`config.mk`:
```
export PLATFORM = sky130hd
export DESIGN_NAME = stream_arbiter
export DESIGN_NICKNAME = d
export VERILOG_FILES = /design/src/rtl/stream_arbiter_pkg.sv /design/src/rtl/rr_arbiter.sv /design/src/rtl/stream_arbiter.sv
export SDC_FILE = /design/constraint.sdc
export NUM_CORES = 1
export LEC_CHECK = 0
export ABC_AREA = 1
export CORE_MARGIN = 1.5
export CORE_UTILIZATION = 30
export DETAILED_ROUTE_END_ITERATION = 12
export GPL_TIMING_DRIVEN = 0
export PLACE_DENSITY = 0.58
export SLEW_MARGIN = 20
export SYNTH_ARGS = -nofsm -noshare
export SYNTH_HDL_FRONTEND = slang
export SYNTH_SLANG_ARGS = --single-unit
```
`constraint.sdc`:
```
create_clock -name clk -period 6.3 [get_ports clk]
set_clock_uncertainty 0.2 [all_clocks]
set_input_delay 0.945 -clock clk [delete_from_list [all_inputs] [get_ports clk]]
set_output_delay 0.945 -clock clk [all_outputs]
set_load 0.005 [all_outputs]
```
`src/rtl/stream_arbiter_pkg.sv`:
```
// Shared constants for the stream arbiter / crossbar slice: parameter
// defaults and the per-sink arbiter state encoding.
package stream_arbiter_pkg;

  localparam int S_DATA_COUNT_DEF = 5;
  localparam int M_DATA_COUNT_DEF = 3;

  typedef enum logic {
    ARB_IDLE = 1'b0,
    ARB_BUSY = 1'b1
  } arb_state_e;

endpackage

```
`src/rtl/rr_arbiter.sv`:
```
// One sink's round-robin packet arbiter: picks a source while idle and holds
// the grant until that source's last beat is accepted.
module rr_arbiter
  import stream_arbiter_pkg::*;
#(
  parameter int S_DATA_COUNT = S_DATA_COUNT_DEF,
  parameter int T_ID___WIDTH = $clog2(S_DATA_COUNT)
) (
  input  logic                    clk,
  input  logic                    rst_n,
  input  logic [S_DATA_COUNT-1:0] req,
  input  logic [S_DATA_COUNT-1:0] s_valid,
  input  logic [S_DATA_COUNT-1:0] s_last,
  input  logic                    m_ready,
  output logic [S_DATA_COUNT-1:0] pick,
  output logic [S_DATA_COUNT-1:0] grant,
  output logic                    m_valid,
  output logic                    m_last,
  output logic [T_ID___WIDTH-1:0] m_id
);

  arb_state_e              state;
  logic [T_ID___WIDTH-1:0] rr_ptr;
  logic [T_ID___WIDTH-1:0] sel;
  logic                    found;
  logic                    done;

  // First requester at or after rr_ptr, scanning circularly.
  always_comb begin
    int idx;
    idx   = 0;
    found = 1'b0;
    sel   = '0;
    pick  = '0;
    for (int k = 0; k < S_DATA_COUNT; k++) begin
      idx = int'(rr_ptr) + k;
      if (idx >= S_DATA_COUNT) idx = idx - S_DATA_COUNT;
      if (!found && req[idx]) begin
        found = 1'b1;
        sel   = T_ID___WIDTH'(idx);
      end
    end
    if (state == ARB_IDLE && found) pick[sel] = 1'b1;
  end

  assign done    = (state == ARB_BUSY) && m_ready && |(grant & s_valid & s_last);
  assign m_valid = |(grant & s_valid);
  assign m_last  = |(grant & s_last);

  always_ff @(posedge clk or negedge rst_n) begin
    if (!rst_n) begin
      state  <= ARB_IDLE;
      grant  <= '0;
      m_id   <= '0;
      rr_ptr <= '0;
    end else begin
      case (state)
        ARB_IDLE: if (found) begin
          grant <= pick;
          m_id  <= sel;
          state <= ARB_BUSY;
        end
        ARB_BUSY: if (done) begin
          grant  <= '0;
          rr_ptr <= (int'(m_id) == S_DATA_COUNT - 1) ? '0 : m_id + 1'b1;
          state  <= ARB_IDLE;
        end
        default: state <= ARB_IDLE;
      endcase
    end
  end

endmodule

```
`src/rtl/stream_arbiter.sv`:
```
// Packet-level crossbar arbiter: S sources routed to M sinks by s_dest_i,
// one round-robin arbiter per sink, grant matrix drives the data path.
module stream_arbiter
  import stream_arbiter_pkg::*;
#(
  parameter int S_DATA_COUNT = S_DATA_COUNT_DEF,
  parameter int M_DATA_COUNT = M_DATA_COUNT_DEF,
  parameter int T_ID___WIDTH = $clog2(S_DATA_COUNT),
  parameter int T_DEST_WIDTH = $clog2(M_DATA_COUNT)
) (
  input  logic                                 clk,
  input  logic                                 rst_n,
  input  logic [S_DATA_COUNT-1:0]              s_valid_i,
  input  logic [S_DATA_COUNT-1:0]              s_last_i,
  input  logic [T_DEST_WIDTH*S_DATA_COUNT-1:0] s_dest_i,
  output logic [S_DATA_COUNT-1:0]              s_ready_o,
  input  logic [M_DATA_COUNT-1:0]              m_ready_i,
  output logic [M_DATA_COUNT-1:0]              m_valid_o,
  output logic [M_DATA_COUNT-1:0]              m_last_o,
  output logic [T_ID___WIDTH*M_DATA_COUNT-1:0] m_id_o,
  output logic [S_DATA_COUNT*M_DATA_COUNT-1:0] grant_o
);

  logic [S_DATA_COUNT-1:0] busy_src;

  always_comb begin
    busy_src  = '0;
    s_ready_o = '0;
    for (int i = 0; i < M_DATA_COUNT; i++) begin
      busy_src  = busy_src | grant_o[i*S_DATA_COUNT +: S_DATA_COUNT];
      s_ready_o = s_ready_o |
                  (grant_o[i*S_DATA_COUNT +: S_DATA_COUNT] & {S_DATA_COUNT{m_ready_i[i]}});
    end
  end

  for (genvar i = 0; i < M_DATA_COUNT; i++) begin : g_sink
    logic [S_DATA_COUNT-1:0] req;
    logic [S_DATA_COUNT-1:0] claimed;
    logic [S_DATA_COUNT-1:0] pick;

    always_comb begin
      req = '0;
      for (int j = 0; j < S_DATA_COUNT; j++)
        req[j] = s_valid_i[j] && (s_dest_i[j*T_DEST_WIDTH +: T_DEST_WIDTH] == T_DEST_WIDTH'(i));
    end

    // Sources picked this cycle by lower-index sinks are off limits here.
    if (i == 0) begin : g_first
      assign claimed = '0;
    end else begin : g_next
      assign claimed = g_sink[i-1].claimed | g_sink[i-1].pick;
    end

    rr_arbiter #(
      .S_DATA_COUNT(S_DATA_COUNT),
      .T_ID___WIDTH(T_ID___WIDTH)
    ) u_arb (
      .clk    (clk),
      .rst_n  (rst_n),
      .req    (req & ~busy_src & ~claimed),
      .s_valid(s_valid_i),
      .s_last (s_last_i),
      .m_ready(m_ready_i[i]),
      .pick   (pick),
      .grant  (grant_o[i*S_DATA_COUNT +: S_DATA_COUNT]),
      .m_valid(m_valid_o[i]),
      .m_last (m_last_o[i]),
      .m_id   (m_id_o[i*T_ID___WIDTH +: T_ID___WIDTH])
    );
  end

endmodule

```
* Yosys cells after proc, flatten, opt, wreduce, memory -nomap -nowiden
Index checks and enable logic that the tools add are counted.
Cells by class: eq/ne operators 19, multiplexer cells 120, $mul 0, shift-type cells 0, bitwise gates (word level) 28, add/sub/neg operators 30, div/mod/pow operators 0, reduce and logical (&&, ||, !) cells 74, order comparisons 36
Operator list (number):
- less-than comparator 32 x 5 -> 1 bit (second input constant) | 15
- two-way mux 32 bit | 15
- greater-or-equal comparator 32 x 4 -> 1 bit (second input constant) | 12
- subtractor 32 x 4 -> 32 bit (second input constant) | 12
- bitwise AND 5 bit | 17
- two-way mux 1 bit | 54
- two-way mux 3 bit | 18
- binary-select mux 1 bit (select 3 bit) | 15
- two-way mux 5 bit | 9
- OR reduction 5 bit | 9
- logical AND 1 bit | 39
- one-hot mux 5 bit (2 select lines) | 3
- OR 5 bit | 5
- adder 3 x 2 -> 4 bit (second input constant) | 6
- AND reduction 2 bit | 9
- inverter 5 bit | 3
- adder 3 x 1 -> 4 bit (second input constant) | 3
- adder 3 x 3 -> 4 bit (second input constant) | 3
- logical NOT 1 bit | 12
- less-than comparator 3 x 4 -> 1 bit (second input constant) | 3
- subtractor 3 x 3 -> 4 bit (second input constant) | 3
- equality test 2 x 1 -> 1 bit (second input constant) | 5
- equality test 2 bit (second input constant) | 5
- logical NOT 2 bit | 5
- 9 further kinds | 27
Storage, ports and cells: memory bits (read-only) 0, bits in registers 36, bits in latches 0, output and inout port bits 35, RAM bits 0, memories kept 0

* Longest topological paths before layout
Gate-level depths: netlist (run 1).
word-level depth 74, depth in mapped cells 25, gate-level depth less buffers 24

* Modules after synthesis
Synthesis (run 1) repeated with hierarchy kept, for this count alone.
Unflattened totals: cells, all modules 917, area, all modules 5387.7 um^2
Modules (own cells, without submodules):
- rr_arbiter (g_sink[1].u_arb) | area an instance 1677.9 um^2, instances 1, seq. area each 300.3 um^2, cells each 285
- rr_arbiter (g_sink[2].u_arb) | area an instance 1665.3 um^2, instances 1, seq. area each 300.3 um^2, cells each 263
- rr_arbiter (g_sink[0].u_arb) | area an instance 1632.8 um^2, instances 1, seq. area each 300.3 um^2, cells each 265
- stream_arbiter | area an instance 411.6 um^2, instances 1, seq. area each 0.0 um^2, cells each 104

* Worst setup path before layout (run 1)
Ideal clock, no wire load.
path kind register to register, from reg g_sink[0].u_arb.rr_ptr[0], to reg g_sink[0].u_arb.grant[1], setup slack 3.360 ns, cell stages (with the launch flop) 21, path buffers 1, clock period less this slack 2.940 ns, arrival time 2.675 ns, path through dfrtp_1 -> buf_4 -> inv_2 -> ha_1 -> inv_1 -> fa_1 -> inv_1 -> nand2_1 -> o21ai_0 -> inv_1 -> nand3_1 -> nand2_1 -> nand2_1 -> nand2_1 -> nor2_4 -> nand4_1 -> nand2_2 -> inv_2 -> nor2_4 -> nand2_1 -> nand2_1
On the way: longest elaborated chain between the ends 25, elaborated cells on any way between the ends 63, classes of those cells add/sub (9); order compare (7); eq/ne (1); mux (35); reduce/logical (11)
RTL lines:
- start, declared | RTL line rr_arbiter.sv:23 | logic [T_ID___WIDTH-1:0] rr_ptr;
- start signal, assigned | RTL line rr_arbiter.sv:65 | rr_ptr <= (int'(m_id) == S_DATA_COUNT - 1) ? '0 : m_id + 1'b1;
- branches (longest 25 deep; another with subtractor 32 x 4 -> 32 bit)
- end signal, assigned | RTL line rr_arbiter.sv:59 | grant <= pick;
- end, declared | RTL line rr_arbiter.sv:16 | output logic [S_DATA_COUNT-1:0] grant,
Several ways; the timed one is not identified. The select of a mux whose other input is x is not followed. A chain may end at the register's enable or synchronous reset.

* Final worst setup path (run 1)
from in s_valid_i[0], to out m_valid_o[2]
On the way: longest elaborated chain between the ends 2
RTL lines:
- start, declared | RTL line stream_arbiter.sv:13 | input logic [S_DATA_COUNT-1:0] s_valid_i,
- bitwise AND 5 bit | RTL line rr_arbiter.sv:47 | assign m_valid = |(grant & s_valid);
- OR reduction 5 bit | RTL line rr_arbiter.sv:47
- end, declared | RTL line stream_arbiter.sv:18 | output logic [M_DATA_COUNT-1:0] m_valid_o,
Every way passes these cells.

==> flow_summary.yaml, run 1 <==
worst_setup_path:
  crit_required_ns: 5.15
  critical_path.endpoint_type: "output port"
  critical_path_peak_fanout: 5
  crit_path_start_kind: "input port"
  path_class: "in2out"
  arrival_ns: 2.79
pwr:
  power_leakage_nw: 3.084
  p_sw_frac: 0.2746
  vdd_drop_max_uv: 132.6
  power.sequential.fraction: 0.400
  p_int_mw: 0.4191
  power-per-cell-area_nw_per_um2: 95.75
  switchingPower_mw: 0.1587
  share_of_total_power_in_combinational_logic: 0.142
  clock_power_share: 0.458
  report.power.total_mw: 0.5778
route:
  vias_per_cell: 4.923
  wl_per_cell_um: 13.79
  initialDrtViolationCount: 389
  drt.antenna.violating_nets: 0
  drt-total-wl_um: 15460
  drt_drc_violations_left: 0
  num_vias: 5519
  drt-pass1-iter-count: 5
synth:
  post_synth_fa_ha_maj_area_fraction: 0.09207
  xor_xnor_portion_of_the_synthesized_cell_area: 0.02027
  post_synth_instance_area_um2: 5001
  count_of_cell_types_in_the_netlist: 42
  synth_top_cells_by_count: "sky130_fd_sc_hd__nand2_1, sky130_fd_sc_hd__inv_1, sky130_fd_sc_hd__nand3_1, sky130_fd_sc_hd__nor2_1, sky130_fd_sc_hd__o21ai_0"
  synth_simple_gate_area_share: 0.4916
  dominant_combinational_cell_family_by_area_after_synthesis: "simple AND/OR/NAND/NOR gates"
  synthDominantAreaCellType: "sky130_fd_sc_hd__nand2_1"
  yosysWarningCount: 0
  yosys.cell_count.top_type: "sky130_fd_sc_hd__nand2_1"
  fraction_of_synthesized_cell_area_taken_by_the_top_area_cell_type: 0.2199
  synth-edff-count: 0
  synth_area_in_compound_gates: 0.1153
  syn-num-nets: 893
  ys_seq_area_frac: 0.1801
  muxShareOfSynthArea: 0
  post_synth.cell_area_avg_um2: 6.004
  synthCells: 833
  ys_async_sr_fraction: 1.000
  post_synth_main_area_contributors: "sky130_fd_sc_hd__nand2_1, sky130_fd_sc_hd__dfrtp_1, sky130_fd_sc_hd__nand3_1"
  postSynthRegisterBits: 36
  yosys_most_used_dff: "sky130_fd_sc_hd__dfrtp_1"
timing:
  worst-slew-pin-transition_ns: 0.5985
  fin_worst_hold_slack_ns: 0.3043
  fmax_mhz: 253.9
  timing.final.hold_violations: 0
  slew-limit-headroom: 0.5988
  timing.setup.tns_ns: 0
  drv_slew: 0
  final_critical_path_setup_slack_ns: 2.361
  setup_viol: 0
  finalCriticalPeriod_ns: 3.939
  final.period_utilization: 0.6252
  grt_setup_unrepaired: "no"
final_layout:
  layout-drive-gt1-share: 0.09545
  post_layout_nonfiller_instances: 1121
  layout.cell_area.non_filler_um2: 6035
  seqCellArea_um2: 900.9
  fillers: 1819
  final_net_count: 960
  final_core_utilization: 0.3678
  antenna_cells: 0
  multi_input_gate_area_in_the_final_layout_um2: 3597
  area_delta_synth_final_pct: 20.67
cts:
  clkLatencyLatePin_ns: 0.29
  postCtsResizedCells: 0
  postCtsHoldBufs: 0
  cts_buffers: 5
  cts_tree: "built"
  post-cts-setup-buffer-count: 0
  cts.path.max_buffers: 2
  clock_transition_time_at_the_flip_flop_clock_pins_of_the_worst_setup_and_hold_paths_ns: 0.06
  cts.sinks: 36
  ctsHtreeMaxLevel: 2
  clock-root-buffer: "sky130_fd_sc_hd__clkbuf_16"
run:
  max_cap_violations: 0
die:
  floorplan_core_area_um2: 16410
  fp-row-count: 47
  initial_standard_cell_utilization_of_the_core: 0.3048
  die_area_um2: 17450
  chipWidth_um: 132.1
  die-height_um: 132.1
  ioPinCount: 60
global_routing:
  grtUsageTotal: 0.1777
  met3_usage: 0.01884
  grt_start_max_net_pins: 30
  met2_usage: 0.2874
  met1_usage: 0.2561
  busiest_layer: "met2"
  globalRoute.totalOverflow: 0
  grt_pass1_vias: 5102
  antenna_found_initial: 0
  grt_first_pass_wirelength_um: 25520
placement:
  place_ws_ns: 2.400
  place_inst: 1113
  portBuffers: 59
  gp_congestion: 0.8982
  dp_hpwl_um: 12390
  postPlaceCellArea_um2: 5882
status:
  run_status: "complete, no violations"
worst_hold_path:
  worstHoldPathType: "in2async"
registers in the layout (all words and copies together), names as in the netlist:
| signal | cells |
|---|---|
| g_sink.u_arb.state | 3 |
| g_sink.u_arb.m_id | 9 |
| g_sink.u_arb.rr_ptr | 9 |
| g_sink.u_arb.grant | 15 |
final cells by class:
| cell class | instances | area share |
|---|---|---|
| multi-input combinational | 675 | 0.5961 |
| sequential | 36 | 0.1493 |
| timing repair buffer | 60 | 0.1004 |
| inverter | 112 | 0.07008 |
| tap | 220 | 0.04561 |
| clock buffer | 6 | 0.02301 |
| buffer | 10 | 0.01327 |
| clock inverter | 2 | 0.002281 |
logic make-up after synthesis:
kind of cell    after synthesis
simple gates                533
buf+inv                     122
compound gates               98
flops                        36
fa+ha+maj                    35
xor+xnor                      9
placed cells by master (no fill, tap or decap), types with 4 or more instances in the layout:
master                            instances
sky130_fd_sc_hd__nand3_1                 98
sky130_fd_sc_hd__nor3_1                   5
sky130_fd_sc_hd__o21ai_0                 43
sky130_fd_sc_hd__nand4_1                 30
sky130_fd_sc_hd__o211ai_1                 6
sky130_fd_sc_hd__nand3_2                  5
sky130_fd_sc_hd__o22ai_1                  5
sky130_fd_sc_hd__a21oi_1                 17
sky130_fd_sc_hd__nand2_1                293
sky130_fd_sc_hd__clkdlybuf4s50_1         58
sky130_fd_sc_hd__ha_1                    32
sky130_fd_sc_hd__buf_4                    7
sky130_fd_sc_hd__xor2_1                   4
sky130_fd_sc_hd__nor2_1                  59
sky130_fd_sc_hd__inv_1                   98
sky130_fd_sc_hd__clkbuf_16                5
sky130_fd_sc_hd__nand2_4                  4
sky130_fd_sc_hd__dfrtp_1                 36
sky130_fd_sc_hd__nand2_2                 17
sky130_fd_sc_hd__nand3b_1                 8
sky130_fd_sc_hd__o21ai_1                 13
sky130_fd_sc_hd__inv_2                   13
metal layers:
layer / share of wire / up-vias
met5: 0 / -
met4: 0.011 / 0
met3: 0.043 / 14
met2: 0.45 / 131
met1: 0.49 / 2526
li1: - / 2848
power groups by stage:
stage,Clock [mW],Sequential (mW),Combinational [mW]
after floorplan,0,0.236,0.0398
after global placement,0,0.235,0.0808
after detailed placement,0,0.235,0.0817
after CTS,0.270,0.231,0.0819
after global routing,0.278,0.231,0.0910
final,0.265,0.231,0.0820
worst paths after layout:
kind,from,end,slack [ns],cells after the start
worst max-delay path,s_valid_i[0],m_valid_o[2],2.36,7
worst min-delay path,rst_n,g_sink[1].u_arb.m_id[2],0.30,1
worst max register to register,g_sink[0].u_arb.rr_ptr[0],g_sink[0].u_arb.grant[0],2.84,20
worst min register to register,g_sink[2].u_arb.m_id[2],g_sink[2].u_arb.m_id[2],0.37,2
max in group asynchronous,rst_n,g_sink[0].u_arb.m_id[2],5.17,2
min in group clk,g_sink[2].u_arb.m_id[2],g_sink[2].u_arb.m_id[2],0.37,2
worst max-delay path, cell delays in order:
cell	delay, ns
sky130_fd_sc_hd__clkdlybuf4s50_1	0.53
sky130_fd_sc_hd__inv_1	0.22
sky130_fd_sc_hd__o21ai_0	0.13
sky130_fd_sc_hd__a221oi_1	0.20
sky130_fd_sc_hd__o21ai_0	0.17
sky130_fd_sc_hd__buf_4	0.16
sky130_fd_sc_hd__clkdlybuf4s50_1	0.44
No activity file was read; power rests on OpenSTA's default activity.
==> run 2, diff against run 1 <==
- PLACE_DENSITY: 0.58 -> 0.6
- clock period: 6.3 -> 3.4 ns (I/O delays scaled with it)
==> run 2 against run 1 <==
  * Worst hold slack better by 0.068 ns
  * Utilization up 0.70 points
  * Highest routed layer unchanged
  * Register-to-register slack worse by 2.7 ns
==> flow_summary.yaml, run 2 (same netlist as run 1, synthesis figures left out) <==
global_routing:
  grt_pass1_vias: 4988
  globalRoute.totalOverflow: 0
  grtUsageTotal: 0.1749
  grt_start_max_net_pins: 31
  antenna_found_initial: 0
  grt_first_pass_wirelength_um: 24940
die:
  fp-row-count: 47
  initial_standard_cell_utilization_of_the_core: 0.3048
  die-height_um: 132.1
  chipWidth_um: 132.1
  floorplan_core_area_um2: 16410
  die_area_um2: 17450
  ioPinCount: 60
cts:
  clock_transition_time_at_the_flip_flop_clock_pins_of_the_worst_setup_and_hold_paths_ns: 0.06
  clock-root-buffer: "sky130_fd_sc_hd__clkbuf_16"
  cts.sinks: 36
  cts_buffers: 5
  clkLatencyLatePin_ns: 0.29
  cts.path.max_buffers: 2
  ctsHtreeMaxLevel: 2
  post-cts-setup-buffer-count: 0
  cts_tree: "built"
route:
  vias_per_cell: 4.951
  num_vias: 5560
  drt.antenna.violating_nets: 0
  initialDrtViolationCount: 355
  drt-pass1-iter-count: 5
  drt_drc_violations_left: 0
  wl_per_cell_um: 13.78
  drt-total-wl_um: 15470
worst_setup_path:
  path_delay_family: "simple AND/OR/NAND/NOR gates"
  cpMostUsedCell: "sky130_fd_sc_hd__nand2_1"
  reg2reg_depth: 19
  critical_path_peak_fanout: 10
  r2r-start: "g_sink[1].u_arb.rr_ptr[0]"
  critical_path.cell_chain: "inv_6 -> ha_1 -> inv_1 -> fa_1 -> inv_1 -> nand2_1 -> o21ai_1 -> nand2_1 -> nand2_1 -> nor2_1 -> a21oi_1 -> a21oi_4 -> nand3_1 -> nor2_1 -> nor2_1 -> nand3_1 -> nor2_1 -> nand2_1 -> nand2_1"
  critical_path.endpoint_type: "flop"
  library_cell_contributing_the_largest_single_delay_on_the_critical_path: "sky130_fd_sc_hd__dfrtp_2"
  arrival_ns: 3.25
  crit_required_ns: 3.43
  rr_endpoint: "g_sink[1].u_arb.grant[1]"
  path_class: "reg2reg"
  critPathBufInv: 3
  crit_path_start_kind: "flop"
  timing.reg2reg.setup_slack_ns: 0.18
  critPathMaxStageDelay_ns: 0.48
worst_hold_path:
  worst_hold_path.num_cells: 2
  worstHoldPathType: "reg2reg"
  hold_path_startpoint: "g_sink[1].u_arb.m_id[1]"
  holdPathEnd: "g_sink[1].u_arb.m_id[1]"
pwr:
  vdd_drop_max_uv: 150.6
  power_leakage_nw: 3.094
  power-per-cell-area_nw_per_um2: 175.4
final_layout:
  area_delta_synth_final_pct: 22.97
  reg.largest.list: "g_sink.u_arb.grant: 15 flops, g_sink.u_arb.m_id: 9 flops, g_sink.u_arb.rr_ptr: 9 flops"
  antenna_cells: 0
  final_net_count: 962
  layout-drive-gt1-share: 0.1229
  largest_reg_flops: 15
  largest-register: "g_sink.u_arb.grant"
  layout.cells.most_common_list: "sky130_fd_sc_hd__nand2_1, sky130_fd_sc_hd__inv_1, sky130_fd_sc_hd__nand3_1, sky130_fd_sc_hd__clkdlybuf4s50_1, sky130_fd_sc_hd__nor2_1"
  most_common_cell_after_layout_fill_and_taps_aside: "sky130_fd_sc_hd__nand2_1"
placement:
  gp_congestion: 0.8858
  dp_hpwl_um: 12200
  portBuffers: 59
timing:
  final.period_utilization: 0.9473
  drv_slew: 0
  timing.final.hold_violations: 0
  setup_viol: 0
  fin_worst_hold_slack_ns: 0.3721
  fmax_mhz: 310.5
  slew-limit-headroom: 0.5913
  finalCriticalPeriod_ns: 3.221
  timing.setup.tns_ns: 0
  worst-slew-pin-transition_ns: 0.6097
run:
  max_cap_violations: 0
status:
  run_status: "complete, no violations"
## run 2: area by class of cell
type | instances | area (µm²)
timing repair buffer | 61 | 615.6
tap | 220 | 275.3
inverter | 112 | 430.4
clock buffer | 6 | 138.9
clock inverter | 2 | 13.76
fill | 1797 | 10260
sequential | 36 | 902.1
buffer | 10 | 80.08
multi-input combinational | 676 | 3694
## run 2: worst max-delay path by stage
stage,startpoint,endpoint,slack (ns),cells past startpoint
after floorplan,g_sink[0].u_arb.rr_ptr[0],g_sink[0].u_arb.grant[1],0.46,20
after global placement,g_sink[0].u_arb.rr_ptr[0],g_sink[0].u_arb.grant[0],-0.02,20
after detailed placement,g_sink[0].u_arb.rr_ptr[0],g_sink[0].u_arb.grant[0],-0.04,20
after CTS,g_sink[0].u_arb.rr_ptr[0],g_sink[0].u_arb.grant[1],0.04,20
after global routing,g_sink[0].u_arb.rr_ptr[0],g_sink[0].u_arb.grant[3],-0.005,22
final,g_sink[1].u_arb.rr_ptr[0],g_sink[1].u_arb.grant[1],0.18,19
## run 2: metal layers
layer / up-vias / GRT usage / wire length (µm)
li1: 2859 / - / -
met1: 2528 / 0.2426 / 7340
met2: 152 / 0.2813 / 7000
met3: 21 / 0.02730 / 857
met4: 0 / 0.04815 / 275
met5: - / 0 / 0
## run 2: worst register-to-register path, stage by stage (launching register included)
cell,delay (ns)
sky130_fd_sc_hd__dfrtp_2,0.48
sky130_fd_sc_hd__inv_6,0.13
sky130_fd_sc_hd__ha_1,0.18
sky130_fd_sc_hd__inv_1,0.06
sky130_fd_sc_hd__fa_1,0.41
sky130_fd_sc_hd__inv_1,0.09
sky130_fd_sc_hd__nand2_1,0.06
sky130_fd_sc_hd__o21ai_1,0.14
sky130_fd_sc_hd__nand2_1,0.08
sky130_fd_sc_hd__nand2_1,0.10
sky130_fd_sc_hd__nor2_1,0.05
sky130_fd_sc_hd__a21oi_1,0.21
sky130_fd_sc_hd__a21oi_4,0.08
sky130_fd_sc_hd__nand3_1,0.14
sky130_fd_sc_hd__nor2_1,0.06
sky130_fd_sc_hd__nor2_1,0.23
sky130_fd_sc_hd__nand3_1,0.19
sky130_fd_sc_hd__nor2_1,0.15
sky130_fd_sc_hd__nand2_1,0.07
sky130_fd_sc_hd__nand2_1,0.06
## run 2: what timing repair did
| item | CTS | global route |
|---|---|---|
| hold buffers | 1 | 0 |
| endpoints found under the setup margin | 6 | 25 |
| gates cloned | 0 | 1 |
| gates resized for setup | 1 | 35 |
| pin swaps | 0 | 3 |
| hold endpoints to repair | 6 | 0 |
## run 2: report_power, final
| group | switching, mW | total, mW | internal (mW) | leakage, nW |
|---|---|---|---|---|
| clock network | 0.200 | 0.493 | 0.293 | 0.0772 |
| logic | 0.0996 | 0.157 | 0.0577 | 2.61 |
| registers | 0 | 0.428 | 0.428 | 0.409 |
| total | 0.299 | 1.08 | 0.779 | 3.09 |
## run 2: per-stage QoR
stage                     cell area (µm²)  total power [mW]  setup WS [ns]    util  instances
after floorplan                      5001            0.5101         0.4599       -        833
after global placement               5867            0.5849       -0.01905  0.3576       1112
after detailed placement             5882            0.5866       -0.03722  0.3585       1113
after CTS                            6045             1.085        0.04334  0.3684       1122
after global routing                 6150             1.122      -0.005171  0.3748       1123
final                                6150             1.079         0.1792  0.3748       1123
